**src/rtl/regfile_wb_arbiter_if.sv**
```systemverilog
`timescale 1ns/1ps
`default_nettype none
// ---------------------------------------------------------------------------
// regfile_wb_arbiter_if : ALU and LSU writeback request channels
// Rev 1.0
// ---------------------------------------------------------------------------
interface regfile_wb_arbiter_if #(
   parameter int DATA_W = 32,
   parameter int ADDR_W = 5
);
   logic              alu_valid_i;
   logic [ADDR_W-1:0] alu_rd_i;
   logic [DATA_W-1:0] alu_data_i;
   logic              alu_ready_o;
   logic              lsu_valid_i;
   logic [ADDR_W-1:0] lsu_rd_i;
   logic [DATA_W-1:0] lsu_data_i;
   logic              lsu_ready_o;

   modport slave (
      input  alu_valid_i, alu_rd_i, alu_data_i,
      output alu_ready_o,
      input  lsu_valid_i, lsu_rd_i, lsu_data_i,
      output lsu_ready_o
   );

   modport master (
      output alu_valid_i, alu_rd_i, alu_data_i,
      input  alu_ready_o,
      output lsu_valid_i, lsu_rd_i, lsu_data_i,
      input  lsu_ready_o
   );
endinterface
`default_nettype wire

```
**src/rtl/regfile_wb_arbiter.sv**
```systemverilog
`timescale 1ns/1ps
`default_nettype none
// ---------------------------------------------------------------------------
// regfile_wb_arbiter : round-robin ALU/LSU writeback arbiter + load scoreboard
// Rev 1.0
// ---------------------------------------------------------------------------
module regfile_wb_arbiter #(
   parameter int DATA_W = 32,
   parameter int ADDR_W = 5
) (
   input  logic                clk_i,
   input  logic                rst_i,
   regfile_wb_arbiter_if.slave wb,
   input  logic                rsv_en_i,
   input  logic [ADDR_W-1:0]   rsv_rd_i,
   input  logic [ADDR_W-1:0]   rs1_addr_i,
   input  logic [ADDR_W-1:0]   rs2_addr_i,
   output logic                rs1_busy_o,
   output logic                rs2_busy_o,
   output logic                reg_wr_en_o,
   output logic [ADDR_W-1:0]   rd_addr_o,
   output logic [DATA_W-1:0]   wr_data_o
);
   localparam int NREG = 2**ADDR_W;

   typedef enum logic {
      GRANT_ALU = 1'b0,
      GRANT_LSU = 1'b1
   } grant_e;

   grant_e              last_grant_q, last_grant_d;
   logic                wr_en_q, wr_en_d;
   logic [ADDR_W-1:0]   rd_q, rd_d;
   logic [DATA_W-1:0]   data_q, data_d;
   logic                src_lsu_q, src_lsu_d;
   logic [NREG-1:0]     busy_q, busy_d;

   logic alu_req, lsu_req, alu_x0, lsu_x0, alu_win, lsu_win, lsu_clr;

   // x0 requests are accepted outside arbitration and never write
   always_comb begin
      alu_x0  = wb.alu_valid_i && (wb.alu_rd_i == '0);
      lsu_x0  = wb.lsu_valid_i && (wb.lsu_rd_i == '0);
      alu_req = wb.alu_valid_i && (wb.alu_rd_i != '0);
      lsu_req = wb.lsu_valid_i && (wb.lsu_rd_i != '0);
      alu_win = alu_req && (!lsu_req || (last_grant_q == GRANT_LSU));
      lsu_win = lsu_req && (!alu_req || (last_grant_q == GRANT_ALU));
   end

   assign wb.alu_ready_o = alu_x0 || alu_win;
   assign wb.lsu_ready_o = lsu_x0 || lsu_win;

   assign lsu_clr = wr_en_q && src_lsu_q;

   always_comb begin
      last_grant_d = last_grant_q;
      wr_en_d      = 1'b0;
      rd_d         = rd_q;
      data_d       = data_q;
      src_lsu_d    = src_lsu_q;
      if (alu_win) begin
         last_grant_d = GRANT_ALU;
         wr_en_d      = 1'b1;
         rd_d         = wb.alu_rd_i;
         data_d       = wb.alu_data_i;
         src_lsu_d    = 1'b0;
      end else if (lsu_win) begin
         last_grant_d = GRANT_LSU;
         wr_en_d      = 1'b1;
         rd_d         = wb.lsu_rd_i;
         data_d       = wb.lsu_data_i;
         src_lsu_d    = 1'b1;
      end
   end

   // A new reservation overrides a clear landing on the same register
   always_comb begin
      busy_d    = '0;
      for (int i = 1; i < NREG; i++) begin
         busy_d[i] = (busy_q[i] && !(lsu_clr && (rd_q == ADDR_W'(i))))
                   || (rsv_en_i && (rsv_rd_i == ADDR_W'(i)));
      end
   end

   always_ff @(posedge clk_i or posedge rst_i) begin
      if (rst_i) begin
         last_grant_q <= GRANT_LSU;
         wr_en_q      <= 1'b0;
         rd_q         <= '0;
         data_q       <= '0;
         src_lsu_q    <= 1'b0;
         busy_q       <= '0;
      end else begin
         last_grant_q <= last_grant_d;
         wr_en_q      <= wr_en_d;
         rd_q         <= rd_d;
         data_q       <= data_d;
         src_lsu_q    <= src_lsu_d;
         busy_q       <= busy_d;
      end
   end

   assign reg_wr_en_o = wr_en_q;
   assign rd_addr_o   = rd_q;
   assign wr_data_o   = data_q;
   assign rs1_busy_o  = busy_q[rs1_addr_i];
   assign rs2_busy_o  = busy_q[rs2_addr_i];
endmodule
`default_nettype wire
```
**src/flat_wrapper.sv**
```systemverilog
// flat-port wrapper written by rule: the top's interface ports become plain ports
module regfile_wb_arbiter_flat 
#(
   parameter int DATA_W = 32,
   parameter int ADDR_W = 5
)
  (clk_i, rst_i, rsv_en_i, rsv_rd_i, rs1_addr_i, rs2_addr_i, rs1_busy_o, rs2_busy_o, reg_wr_en_o, rd_addr_o, wr_data_o, wb_alu_valid_i, wb_alu_rd_i, wb_alu_data_i, wb_alu_ready_o, wb_lsu_valid_i, wb_lsu_rd_i, wb_lsu_data_i, wb_lsu_ready_o);
  regfile_wb_arbiter_if #(.DATA_W(DATA_W), .ADDR_W(ADDR_W)) wb_i ();
  input  logic clk_i;
  input  logic rst_i;
  input  logic rsv_en_i;
  input  logic [ADDR_W-1:0] rsv_rd_i;
  input  logic [ADDR_W-1:0] rs1_addr_i;
  input  logic [ADDR_W-1:0] rs2_addr_i;
  output logic rs1_busy_o;
  output logic rs2_busy_o;
  output logic reg_wr_en_o;
  output logic [ADDR_W-1:0] rd_addr_o;
  output logic [DATA_W-1:0] wr_data_o;
  input wire logic [$bits(wb_i.alu_valid_i)-1:0] wb_alu_valid_i;
  input wire logic [$bits(wb_i.alu_rd_i)-1:0] wb_alu_rd_i;
  input wire logic [$bits(wb_i.alu_data_i)-1:0] wb_alu_data_i;
  output wire logic [$bits(wb_i.alu_ready_o)-1:0] wb_alu_ready_o;
  input wire logic [$bits(wb_i.lsu_valid_i)-1:0] wb_lsu_valid_i;
  input wire logic [$bits(wb_i.lsu_rd_i)-1:0] wb_lsu_rd_i;
  input wire logic [$bits(wb_i.lsu_data_i)-1:0] wb_lsu_data_i;
  output wire logic [$bits(wb_i.lsu_ready_o)-1:0] wb_lsu_ready_o;
  assign wb_i.alu_valid_i = wb_alu_valid_i;
  assign wb_i.alu_rd_i = wb_alu_rd_i;
  assign wb_i.alu_data_i = wb_alu_data_i;
  assign wb_alu_ready_o = wb_i.alu_ready_o;
  assign wb_i.lsu_valid_i = wb_lsu_valid_i;
  assign wb_i.lsu_rd_i = wb_lsu_rd_i;
  assign wb_i.lsu_data_i = wb_lsu_data_i;
  assign wb_lsu_ready_o = wb_i.lsu_ready_o;
  regfile_wb_arbiter #(.DATA_W(DATA_W), .ADDR_W(ADDR_W)) u_core (.clk_i(clk_i), .rst_i(rst_i), .wb(wb_i), .rsv_en_i(rsv_en_i), .rsv_rd_i(rsv_rd_i), .rs1_addr_i(rs1_addr_i), .rs2_addr_i(rs2_addr_i), .rs1_busy_o(rs1_busy_o), .rs2_busy_o(rs2_busy_o), .reg_wr_en_o(reg_wr_en_o), .rd_addr_o(rd_addr_o), .wr_data_o(wr_data_o));
endmodule
```
**config.mk**
```make
export PLATFORM = sky130hd
export DESIGN_NAME = regfile_wb_arbiter_flat
export DESIGN_NICKNAME = d
export VERILOG_FILES = /design/src/rtl/regfile_wb_arbiter_if.sv /design/src/rtl/regfile_wb_arbiter.sv /design/src/flat_wrapper.sv
export SDC_FILE = /design/constraint.sdc
export NUM_CORES = 1
export LEC_CHECK = 0
export ABC_CLOCK_PERIOD_IN_PS = 2000
export BUFFER_PORTS_ARGS = -buffer_cell sky130_fd_sc_hd__buf_2
export CORE_ASPECT_RATIO = 0.75
export CORE_MARGIN = 1.5
export CORE_UTILIZATION = 45
export DETAILED_ROUTE_END_ITERATION = 7
export PLACE_DENSITY = 0.79
export SLEW_MARGIN = 20
export SYNTH_ARGS = -nofsm -noshare
export SYNTH_HDL_FRONTEND = slang
export SYNTH_SLANG_ARGS = --single-unit
```
**constraint.sdc**
```tcl
create_clock -name clk_i -period 2 [get_ports clk_i]
set_clock_uncertainty 0.2 [all_clocks]
set_input_delay 0.1 -clock clk_i [delete_from_list [all_inputs] [get_ports clk_i]]
set_output_delay 0.1 -clock clk_i [all_outputs]
set_load 0.005 [all_outputs]
```
==> metrics.md, run 1 <==
| Metric | Value |
|---|---|
| Cell area after synthesis | roughly 0.0038 mm² |
| Effective utilization at floorplan | between 40% and 50% |
| I/O pin count | between 100 and 150 |
| Arrival time worst endpoint | around 1.8 ns |
| Result of the run | finished, violations left |
| Area of the die | 0.00903 mm² |
| Horizontal extent of the die | ~110 µm |
| Worst reg2reg path depth | 5 |
| Final number of hold-violating endpoints | 0 |
| Fraction of synthesis flops using an asynchronous set or reset pin | 100% |
| Pin count of the biggest net entering global routing | 36 |
| Final slew viol count | 0 |
| Final core utilization | a little under three quarters |
| Number of DRC violations after detailed-routing iteration 0 | slightly above 500 |
| Synthesized area divided by synthesized cell count | 10.9 µm² |
| Number of enable-type register cells in the synthesized netlist | 0 |
| Cell leakage power | roughly 0.0025 µW |
| Worst hold path endpoint | u_core.rd_addr_o[0] |
| Count of placed standard cells in the final layout, fillers left out | a little under 700 |
| Cell type of the slowest stage on the worst timing path | mux4_2 |
| Unrepaired setup endpoints after global routing | true |
| Crit-path leading delay family | multiplexers |
| Area delta synth->final | 52.2% |
| Clock tree sinks | 71 |
| Post-synthesis sequential element count | 71 |
| Layout Nets | roughly 670 |
| Number of vias in the routed layout | approximately 4,100 |
| Clock root buffer | clkbuf_16 |
| Critical Setup Path Class | register to output port |
| Diodes inserted | 0 |
| Total congestion overflow | 0 |
| Violations in the final reports | negative setup slack |
| Input/output buffers | around 140 |
| Number of cells on the worst hold path | 3 |
| Weighted congestion at the end of routability-driven global placement | between 0.9 and 1 |
| First-pass GRT wire length | 21.6 mm |
| DR WL/cell | 20.3 µm |
| Category of the worst setup path capture point | output port |
| Number of cell rows | 28 |
| Die outline height | ~83 µm |
| Gate count after technology mapping | ~350 |
| Latest clock arrival within the worst-skew pair | approximately 0.33 ns |
| Worst-path maximum fanout | 3 |
| DRC violations left | 0 |
| Number of H-tree levels | 3 |
| Fin crit period | 2.11 ns |
| Number of global-route vias before repair | about 4,300 |
| Worst IR drop on VDD | between 0.4 and 0.5 mV |
| Crit start category | register |
| Stage delay of the slowest cell on the critical path | approximately 0.49 ns |
| Final-layout setup total negative slack | -0.113 ns |
| Global-route usage over all layers | roughly a third |
| Clock transition at the registers of the reported paths | about 0.060 ns |
| HPWL Detailed | 8.22 mm |
| Number of instances in the placed design | 581 |
| Iteration count of the initial detailed-routing pass | 7 |
| Dpl ws | 0.0338 ns |
| Worst min-delay path category | input port to register |
| Clock buffer depth | 2 |
| Worst Max-Slew Pin Slew | ~0.46 ns |
| P per Cell Area | 885 mW/mm² |
| F_max | between 400 and 500 MHz |
| Beginning of the worst hold path | wb_alu_valid_i |
| Detail-routed via count per cell | roughly 6.1 |
| Synth Warn # | 0 |
| Number of buffers created by CTS | 9 |
| Count of buffering cells on the critical path with inverters included | 1 |
| Number of distinct library cells after synthesis | 42 |
| Max-capacitance violation count | 0 |
| Tightest slew margin relative to the limit | around 69% |
| Fraction of the yosys area taken by sequential cells | 46.7% |
| Floorplan core area | 0.00806 mm² |
| Fraction of final layout cells with drive strength greater than 1 | between 30% and 40% |
| Post-synthesis net count | ~450 |
| Remaining antenna violation count after routing | 0 |
| Routed WL | about 14 mm |
| Most common flop cell mapped by yosys | dfrtp_1 |
| CTS tree | done |
| Fin crit share | 106% |
| Reg-to-reg critical path startpoint | u_core.last_grant_q |
| Capture point of the worst reg-to-reg path | u_core.rd_addr_o[4] |
| Final count of negative-setup-slack endpoints | 2 |
| Cell-by-cell trace of the critical path | mux4_2, mux2_4, nand3b_1, nand4_1, buf_2 |
| Data required time at the worst endpoint | between 1.5 and 2 ns |
| Worst path setup slack after routing | -0.112 ns |
| Initial antenna violation count | 0 |
| Flop-to-flop setup slack | 0.24 ns |
==> stage by stage <==
stage	hold WS, ns	power (µW)	instance area [µm²]
after floorplan	0.0449	2750	3810
after global placement	-0.0684	3200	4610
after detailed placement	-0.0657	3260	4610
after CTS	0.0428	5030	5770
after global routing	0.105	5370	5800
final	0.0859	5130	5800
==> tightest hold or removal path, stage by stage <==
cell and delay (ns):
buf_2 0.13, o21a_1 0.19, a221o_1 0.16
==> report_power, final <==
part	switching, µW	internal [µW]
clock	639	1010
sequential	325	1800
combinational	639	725
==> cell families after synthesis <==
group,Yosys count,share of synthesized area [%]
multiplexers,25,8.61
AND/OR/NAND/NOR,105,17.4
buffers and inverters,28,4.04
AO/OA/AOI/OAI,122,23.3
flip-flops,71,46.7
==> cells in the mapped netlist, types with 5 or more instances <==
cell	instances	share of area, %
dfrtp_1	70	46
o21ai_0	62	8.1
nand3b_1	34	6.7
o221a_1	32	9.5
mux2i_1	17	4.5
nand3_1	17	2.2
nand2b_1	13	2.1
nand2_1	10	0.99
nor2_1	8	0.79
inv_1	7	0.69
clkbuf_1	6	0.59
mux4_2	6	3.5
nor2b_1	6	0.99
a21oi_1	5	0.66
o21a_1	5	0.99
==> cell type report <==
class | count | area [µm²]
repair buffers | 229 | 1630
flip-flops and latches | 71 | 1780
well taps | 105 | 131
clock buffers | 10 | 239
clock inverters | 6 | 68.8
multi-input cells | 252 | 1910
fillers | 521 | 2260
inverters | 8 | 36.3
==> cell usage in the layout, fill, tap and decap left out, drive strengths merged, types with 3 or more instances in the layout <==
| cell | instances |
|---|---|
| a221o | 3 |
| or2 | 3 |
| nand4 | 3 |
| and3 | 4 |
| o221a | 32 |
| clkbuf | 10 |
| nand3 | 17 |
| a22oi | 4 |
| nand3b | 34 |
| o21a | 5 |
| or4 | 3 |
| a21oi | 5 |
| dfrtp | 70 |
| nor2b | 6 |
| nand2b | 13 |
| dlygate4sd3 | 83 |
| clkinv | 3 |
| nand2 | 10 |
| nor2 | 9 |
| mux2i | 17 |
| inv | 8 |
| mux4 | 6 |
| buf | 146 |
| o21ai | 64 |
==> layer usage <==
metal	global-route usage [%]	up-vias	wire, µm	part of all wire (%)
met5	0	-	0	0
met4	15.8	0	552	4.0
met3	9.11	57	1320	9.5
met2	56.6	279	6910	50
met1	36.0	1998	5050	37
li1	-	1805	-	-
==> how the worst max path moves through the flow <==
stage,start,endpoint,slack [ns],depth (start not counted)
after floorplan,wb_lsu_rd_i[4],u_core.wr_data_o[10],0.19,7
after global placement,wb_alu_rd_i[2],wb_lsu_ready_o,0.08,7
after detailed placement,wb_lsu_rd_i[4],u_core.wr_data_o[25],0.03,6
after CTS,u_core.busy_q[19],rs1_busy_o,-0.09,5
after global routing,u_core.busy_q[23],rs1_busy_o,-0.15,5
final,u_core.busy_q[19],rs1_busy_o,-0.11,5
==> state kept, by name, indices dropped and copies added (netlist names) <==
signal / flops
u_core.wr_data_o: 32
u_core.rd_addr_o: 5
u_core.last_grant_q: 1
u_core.src_lsu_q: 1
u_core.reg_wr_en_o: 1
u_core.busy_q: 31
==> timing repair <==
| action | CTS | global route |
|---|---|---|
| endpoints found under the hold margin | 133 | 0 |
| endpoints found under the setup margin | 2 | 4 |
| hold buffers | 84 | 0 |
| gates cloned | 0 | 0 |
| gates resized for setup | 2 | 5 |
| pin swaps | 4 | 2 |
| setup buffers | 0 | 1 |
Power figures use the tool's default switching activity.
==> run 2, diff against run 1 <==
--- a/config.mk
+++ b/config.mk
@@ -6,12 +6,12 @@
 export NUM_CORES = 1
 export LEC_CHECK = 0
 export ABC_CLOCK_PERIOD_IN_PS = 2000
-export BUFFER_PORTS_ARGS = -buffer_cell sky130_fd_sc_hd__buf_2
 export CORE_ASPECT_RATIO = 0.75
 export CORE_MARGIN = 1.5
-export CORE_UTILIZATION = 45
+export CORE_UTILIZATION = 57
 export DETAILED_ROUTE_END_ITERATION = 7
-export PLACE_DENSITY = 0.79
+export DONT_BUFFER_PORTS = 1
+export PLACE_DENSITY = 0.78
 export SLEW_MARGIN = 20
 export SYNTH_ARGS = -nofsm -noshare
 export SYNTH_HDL_FRONTEND = slang
==> run 2 against run 1 <==
The flow still finishes with violations (negative setup slack). Critical path depth fell by 1. Maximum frequency rose by 5.3%. Clock-buffer cell count rose by 1. Design area fell by 14%. Register-to-register slack got worse by 0.20 ns. Non-clock buffer count fell by 135. Critical endpoint unchanged. Highest routed layer unchanged.
==> metrics.md, run 2 (synthesis gave the netlist of run 1 again) <==
| Metric | Value |
|---|---|
| Floorplan core area | 0.00638 mm² (was 0.00806 mm²) |
| Number of cell rows | 25 (was 28) |
| Die outline height | 73.8 µm (was 82.7 µm) |
| Latest clock arrival within the worst-skew pair | 0.35 ns (was 0.33 ns) |
| Max reg flops | 32 (unchanged) |
| Layout Nets | 530 (was 665) |
| Final number of hold-violating endpoints | 0 (unchanged) |
| Detail-routed via count per cell | 6.90 (was 6.08) |
| Horizontal extent of the die | 97.4 µm (was 109 µm) |
| Category of the worst setup path capture point | output port (unchanged) |
| Final slew viol count | 0 (unchanged) |
| Capture point of the worst reg-to-reg path | u_core.rd_addr_o[2] (was u_core.rd_addr_o[4]) |
| Number of global-route vias before repair | 3,640 (was 4,328) |
| Final core utilization | 78.2% (was 72.0%) |
| Effective utilization at floorplan | 59.7% (was 47.3%) |
| Diodes inserted | 0 (unchanged) |
| Iteration count of the initial detailed-routing pass | 6 (was 7) |
| DR WL/cell | 23.4 µm (was 20.3 µm) |
| Fraction of final layout cells with drive strength greater than 1 | 9.75% (was 31.9%) |
| Fin crit period | 2.01 ns (was 2.11 ns) |
| Number of vias in the routed layout | 3,600 (was 4,139) |
| Total congestion overflow | 0 (unchanged) |
| Clock buffer depth | 2 (unchanged) |
| Area delta synth->final | 31.0% (was 52.2%) |
| Data required time at the worst endpoint | 1.70 ns (about the same) |
| CTS tree | done (unchanged) |
| Result of the run | finished, violations left (unchanged) |
| Arrival time worst endpoint | 1.71 ns (was 1.81 ns) |
| Worst Max-Slew Pin Slew | 0.554 ns (was 0.457 ns) |
| F_max | 499 MHz (was 474 MHz) |
| Remaining antenna violation count after routing | 0 (unchanged) |
| DRC violations left | 0 (unchanged) |
| Flop-to-flop setup slack | 0.04 ns (was 0.24 ns) |
| Number of instances in the placed design | 417 (was 581) |
| Count of placed standard cells in the final layout, fillers left out | 522 (was 681) |
| Most used cells in the layout excluding fill and tap cells | dlygate4sd3_1, dfrtp_1, o21ai_0 (was buf_2, dlygate4sd3_1, dfrtp_1) |
| Clock root buffer | clkbuf_8 (was clkbuf_16) |
| Beginning of the worst hold path | wb_alu_valid_i (unchanged) |
| Global-route usage over all layers | 35.2% (was 32.0%) |
| Clock tree sinks | 71 (unchanged) |
| Worst reg2reg path depth | 5 (unchanged) |
| Crit start category | register (unchanged) |
| Critical Setup Path Class | register to output port (unchanged) |
| Unrepaired setup endpoints after global routing | true (unchanged) |
| Initial antenna violation count | 0 (unchanged) |
| Dpl ws | 0.116 ns (was 0.0338 ns) |
| Worst IR drop on VDD | 0.495 mV (was 0.498 mV) |
| Reg-to-reg critical path startpoint | u_core.last_grant_q (unchanged) |
| Number of H-tree levels | 3 (unchanged) |
| Most frequent standard cell in the layout excluding fill and tap cells | dlygate4sd3_1 (was buf_2) |
| Final-layout setup total negative slack | -0.00575 ns (was -0.113 ns) |
| Cell leakage power | 0.00188 µW (was 0.00247 µW) |
| Tightest slew margin relative to the limit | 63.0% (was 69.4%) |
| Violations in the final reports | negative setup slack (unchanged) |
| I/O pin count | 136 (unchanged) |
| Fin crit share | 100% (was 106%) |
| Number of cells on the worst hold path | 3 (unchanged) |
| Final count of negative-setup-slack endpoints | 1 (was 2) |
| Worst min-delay path category | input port to register (unchanged) |
| P per Cell Area | 916 mW/mm² (was 885 mW/mm²) |
| Clock transition at the registers of the reported paths | 0.08 ns (was 0.06 ns) |
| Area of the die | 0.00719 mm² (was 0.00903 mm²) |
| Max-capacitance violation count | 0 (unchanged) |
| Input/output buffers | 0 (was 135) |
| Worst-path maximum fanout | 3 (unchanged) |
| Weighted congestion at the end of routability-driven global placement | 0.888 (was 0.942) |
| Total power of the final layout | 4570 µW (was 5130 µW) |
| Number of buffers created by CTS | 9 (unchanged) |
| Number of DRC violations after detailed-routing iteration 0 | 264 (was 512) |
| Routed WL | 12.2 mm (was 13.8 mm) |
| Worst hold path endpoint | u_core.rd_addr_o[3] (was u_core.rd_addr_o[0]) |
| Worst path setup slack after routing | -0.00575 ns (was -0.112 ns) |
| First-pass GRT wire length | 19.2 mm (was 21.6 mm) |
| HPWL Detailed | 7.25 mm (was 8.22 mm) |
| Pin count of the biggest net entering global routing | 49 (was 36) |
[run 2: cell count changes in the layout (fill, tap and decap cells not counted), sizes merged]
cell | before | now
dlygate4sd3 | 83 | 87
inv | 8 | 7
clkbuf | 10 | 11
bufinv | 1 | 2
clkinv | 3 | 1
clkinvlp | 2 | 3
buf | 146 | 7
[run 2: final cells by class]
class,instances,area [µm²]
Timing Repair Buffer,94,952
Fill cell,397,1390
Multi-Input combinational cell,252,1890
Clock inverter,5,80.1
Clock buffer,11,151
Sequential cell,71,1780
Inverter,8,38.8
Tap cell,81,101
[run 2: routing by layer]
metal	up-vias	global-route usage [%]	part of all wire, %
li1	1537	-	-
met1	1774	43.7	39
met2	249	57.9	48
met3	40	12.1	10
met4	0	13.2	3.0
met5	-	0	0
[run 2: stage by stage]
stage	hold WS [ns]	area [µm²]
2_1_floorplan	0.0449	3810
4_1_cts	0.0177	4960
3_3_place_gp	-0.167	3850
3_5_place_dp	-0.157	3850
6_report	0.0102	4990
5_1_grt	0.00251	4990
[run 2: worst max-delay path, stage by stage (launching register included)]
cell and delay [ns]:
dfrtp_1 0.43, mux4_2 0.48, mux2_4 0.27, nand3b_1 0.08, nand4_1 0.11
[run 2: timing repair]
| item | 4_1_cts | 5_1_grt |
|---|---|---|
| hold buffers | 87 | 0 |
| setup endpoints to repair | 1 | 4 |
| gates resized for setup | 1 | 4 |
| pin swaps | 2 | 1 |
| buffers inserted | 0 | 2 |
| endpoints found under the hold margin | 140 | 0 |
| cloned | 0 | 0 |
[run 2: how the worst max path moves through the flow]
stage                     slack (ns)  depth (start not counted)                   end              start
after floorplan                 0.19                          7  u_core.wr_data_o[10]     wb_lsu_rd_i[4]
after global placement          0.17                          5  u_core.wr_data_o[18]     wb_alu_rd_i[2]
after detailed placement        0.12                          5  u_core.wr_data_o[14]     wb_alu_rd_i[2]
after CTS                     -0.007                          4            rs1_busy_o  u_core.busy_q[19]
after global routing           -0.08                          4            rs1_busy_o  u_core.busy_q[19]
final                         -0.006                          4            rs1_busy_o  u_core.busy_q[23]
[run 2: power breakdown]
part | switching [µW] | leakage, µW | internal (µW)
logic | 512 | 0.00100 | 588
clock network | 561 | 0.000112 | 768
registers | 349 | 0.000768 | 1790
total | 1420 | 0.00188 | 3150
==> run 3, diff against run 2 <==
--- a/config.mk
+++ b/config.mk
@@ -9,6 +9,7 @@
 export CORE_ASPECT_RATIO = 0.75
 export CORE_MARGIN = 1.5
 export CORE_UTILIZATION = 57
+export CTS_BUF_LIST = sky130_fd_sc_hd__clkbuf_16
 export DETAILED_ROUTE_END_ITERATION = 7
 export DONT_BUFFER_PORTS = 1
 export PLACE_DENSITY = 0.78
==> run 3 against run 2 <==
The flow now finishes without violations. Non-clock buffer count down 1. Worst setup slack better by 0.038 ns. Largest cell class unchanged. Critical path type unchanged. Global-route usage decreased by 0.21 points. Total power increased by 7.6%. Critical endpoint unchanged.
==> metrics.md, run 3 (synthesis gave the netlist of run 1 again) <==
| Metric | Value |
|---|---|
| Result of the run | completed (was finished, violations left) |
| Number of DRC violations after detailed-routing iteration 0 | 330 (was 264) |
| Category of the worst setup path capture point | output port (unchanged) |
| P per Cell Area | 972 mW/mm² (was 916 mW/mm²) |
| Worst Max-Slew Pin Slew | 0.564 ns (was 0.554 ns) |
| Multi-input gate area | 0.00189 mm² (about the same) |
| Layout Nets | 529 (was 530) |
| Most used cells in the layout excluding fill and tap cells | dlygate4sd3_1, dfrtp_1, o21ai_0 (unchanged) |
| Most frequent standard cell in the layout excluding fill and tap cells | dlygate4sd3_1 (unchanged) |
| Area of the die | 0.00719 mm² (unchanged) |
| DRC violations left | 0 (unchanged) |
| Fraction of final layout cells with drive strength greater than 1 | 9.09% (was 9.75%) |
| Crit-path leading delay family | multiplexers (unchanged) |
| Clock buffer depth | 2 (unchanged) |
| Die outline height | 73.8 µm (unchanged) |
| Final count of negative-setup-slack endpoints | 0 (was 1) |
| Clock tree sinks | 71 (unchanged) |
| Worst min-delay path category | input port to register (unchanged) |
| F_max | 508 MHz (was 499 MHz) |
| Fin area | 0.00506 mm² (was 0.00499 mm²) |
| HPWL Detailed | 7.25 mm (unchanged) |
| Total congestion overflow | 0 (unchanged) |
| Fin crit share | 98.4% (was 100%) |
| Floorplan core area | 0.00638 mm² (unchanged) |
| Final slew viol count | 0 (unchanged) |
| Data required time at the worst endpoint | 1.70 ns (about the same) |
| Total area of sequential cells | 0.00178 mm² (unchanged) |
| Pin count of the biggest net entering global routing | 49 (unchanged) |
| Cell type of the slowest stage on the worst timing path | mux4_2 (unchanged) |
| Routed WL | 12.2 mm (about the same) |
| Effective utilization at floorplan | 59.7% (unchanged) |
| Remaining antenna violation count after routing | 0 (unchanged) |
| Max-capacitance violation count | 0 (unchanged) |
| Cell-by-cell trace of the critical path | mux4_2, mux2_4, nand3b_1, nand4_1 (unchanged) |
| Global-route usage over all layers | 35.0% (was 35.2%) |
| Number of H-tree levels | 3 (unchanged) |
| Cell leakage power | 0.00191 µW (was 0.00188 µW) |
| Clock transition at the registers of the reported paths | 0.06 ns (was 0.08 ns) |
| Arrival time worst endpoint | 1.67 ns (was 1.71 ns) |
| Critical Setup Path Class | register to output port (unchanged) |
| CTS tree | done (unchanged) |
| I/O pin count | 136 (unchanged) |
| Max reg flops | 32 (unchanged) |
| DR WL/cell | 23.4 µm (about the same) |
| Minimum hold slack | 0.0663 ns (was 0.0102 ns) |
| Filler cells | 394 (was 397) |
| Iteration count of the initial detailed-routing pass | 7 (was 6) |
| Diodes inserted | 0 (unchanged) |
| Dpl cell area | 0.00385 mm² (unchanged) |
| Number of global-route vias before repair | 3,665 (was 3,640) |
| Clock root buffer | clkbuf_16 (was clkbuf_8) |
| Latest clock arrival within the worst-skew pair | 0.32 ns (was 0.35 ns) |
| Stage delay of the slowest cell on the critical path | 0.48 ns (about the same) |
| Horizontal extent of the die | 97.4 µm (unchanged) |
| Count of buffering cells on the critical path with inverters included | 0 (unchanged) |
| Tightest slew margin relative to the limit | 62.3% (was 63.0%) |
| Weighted congestion at the end of routability-driven global placement | 0.888 (unchanged) |
| Input/output buffers | 0 (unchanged) |
| First-pass GRT wire length | 19.4 mm (was 19.2 mm) |
| Final number of hold-violating endpoints | 0 (unchanged) |
| Number of cell rows | 25 (unchanged) |
| Crit start category | register (unchanged) |
| Number of buffers created by CTS | 9 (unchanged) |
| Fin crit period | 1.97 ns (was 2.01 ns) |
| Worst-path maximum fanout | 3 (unchanged) |
| Unrepaired setup endpoints after global routing | true (unchanged) |
| Initial antenna violation count | 0 (unchanged) |
| Detail-routed via count per cell | 6.81 (was 6.90) |
| Number of vias in the routed layout | 3,546 (was 3,600) |
| Area delta synth->final | 32.9% (was 31.0%) |
| Worst IR drop on VDD | 0.529 mV (was 0.495 mV) |
run 3: cell count changes in the layout (fill, tap and decap cells not counted):
cell / change
o21a_2: -1
o21a_1: +1
clkbuf_8: -11
clkbuf_16: +9
buf_6: -1
nor2b_2: +1
inv_4: +1
clkinv_1: +2
nor2b_1: -1
inv_6: -1
run 3: power by group:
part	internal (µW)	switching, µW
logic	580	513
clock network	1080	589
registers	1800	361
run 3: per-layer routing:
metal,GRT usage (%),vias up,wire length (µm)
li1,-,1535,-
met5,0,-,0
met3,10.2,28,1220
met4,11.7,0,293
met1,42.5,1751,4620
met2,60.8,232,6030
run 3: tightest hold or removal path, delay by kind of cell:
kind            cells  cell delay (ns)
compound gates      3             0.43
run 3: final cells by class:
cell class	instances	area share [%]
flip-flops and latches	71	35.1
inverters	8	0.717
repair buffers	93	18.6
clock inverters	7	1.73
clock buffers	9	4.45
well taps	81	2.00
multi-input cells	252	37.4
run 3: path summary, 6_finish.rpt:
check,from,to,slack (ns),depth (start not counted)
min in group asynchronous,rst_i,u_core.wr_data_o[25],0.12,2
worst max register to register,u_core.rd_addr_o[0],u_core.busy_q[24],0.14,4
worst max-delay path,u_core.busy_q[23],rs1_busy_o,0.03,4
max in group asynchronous,rst_i,u_core.last_grant_q,0.81,3
worst min register to register,u_core.busy_q[25],u_core.busy_q[25],0.35,2
worst min-delay path,wb_alu_valid_i,u_core.rd_addr_o[3],0.07,3
run 3: per-stage QoR:
stage	setup WS (ns)	util, %	TNS [ns]	instances	power (µW)
floorplan	0.189	-	0	351	2750
detailed placement	0.116	60.4	0	417	3020
global placement	0.167	60.4	0	417	2960
global route	-0.0265	79.3	-0.0265	521	5130
finish	0.0319	79.3	0	521	4920
CTS	0.0132	79.0	0	520	4830
run 3: repair_timing:
item                                   CTS  global route
pin swaps                                1             2
setup buffers                            0             1
setup endpoints to repair                1             4
endpoints found under the hold margin  139             0
resized for setup                        0             3
hold buffers                            87             0
gates cloned                             0             0
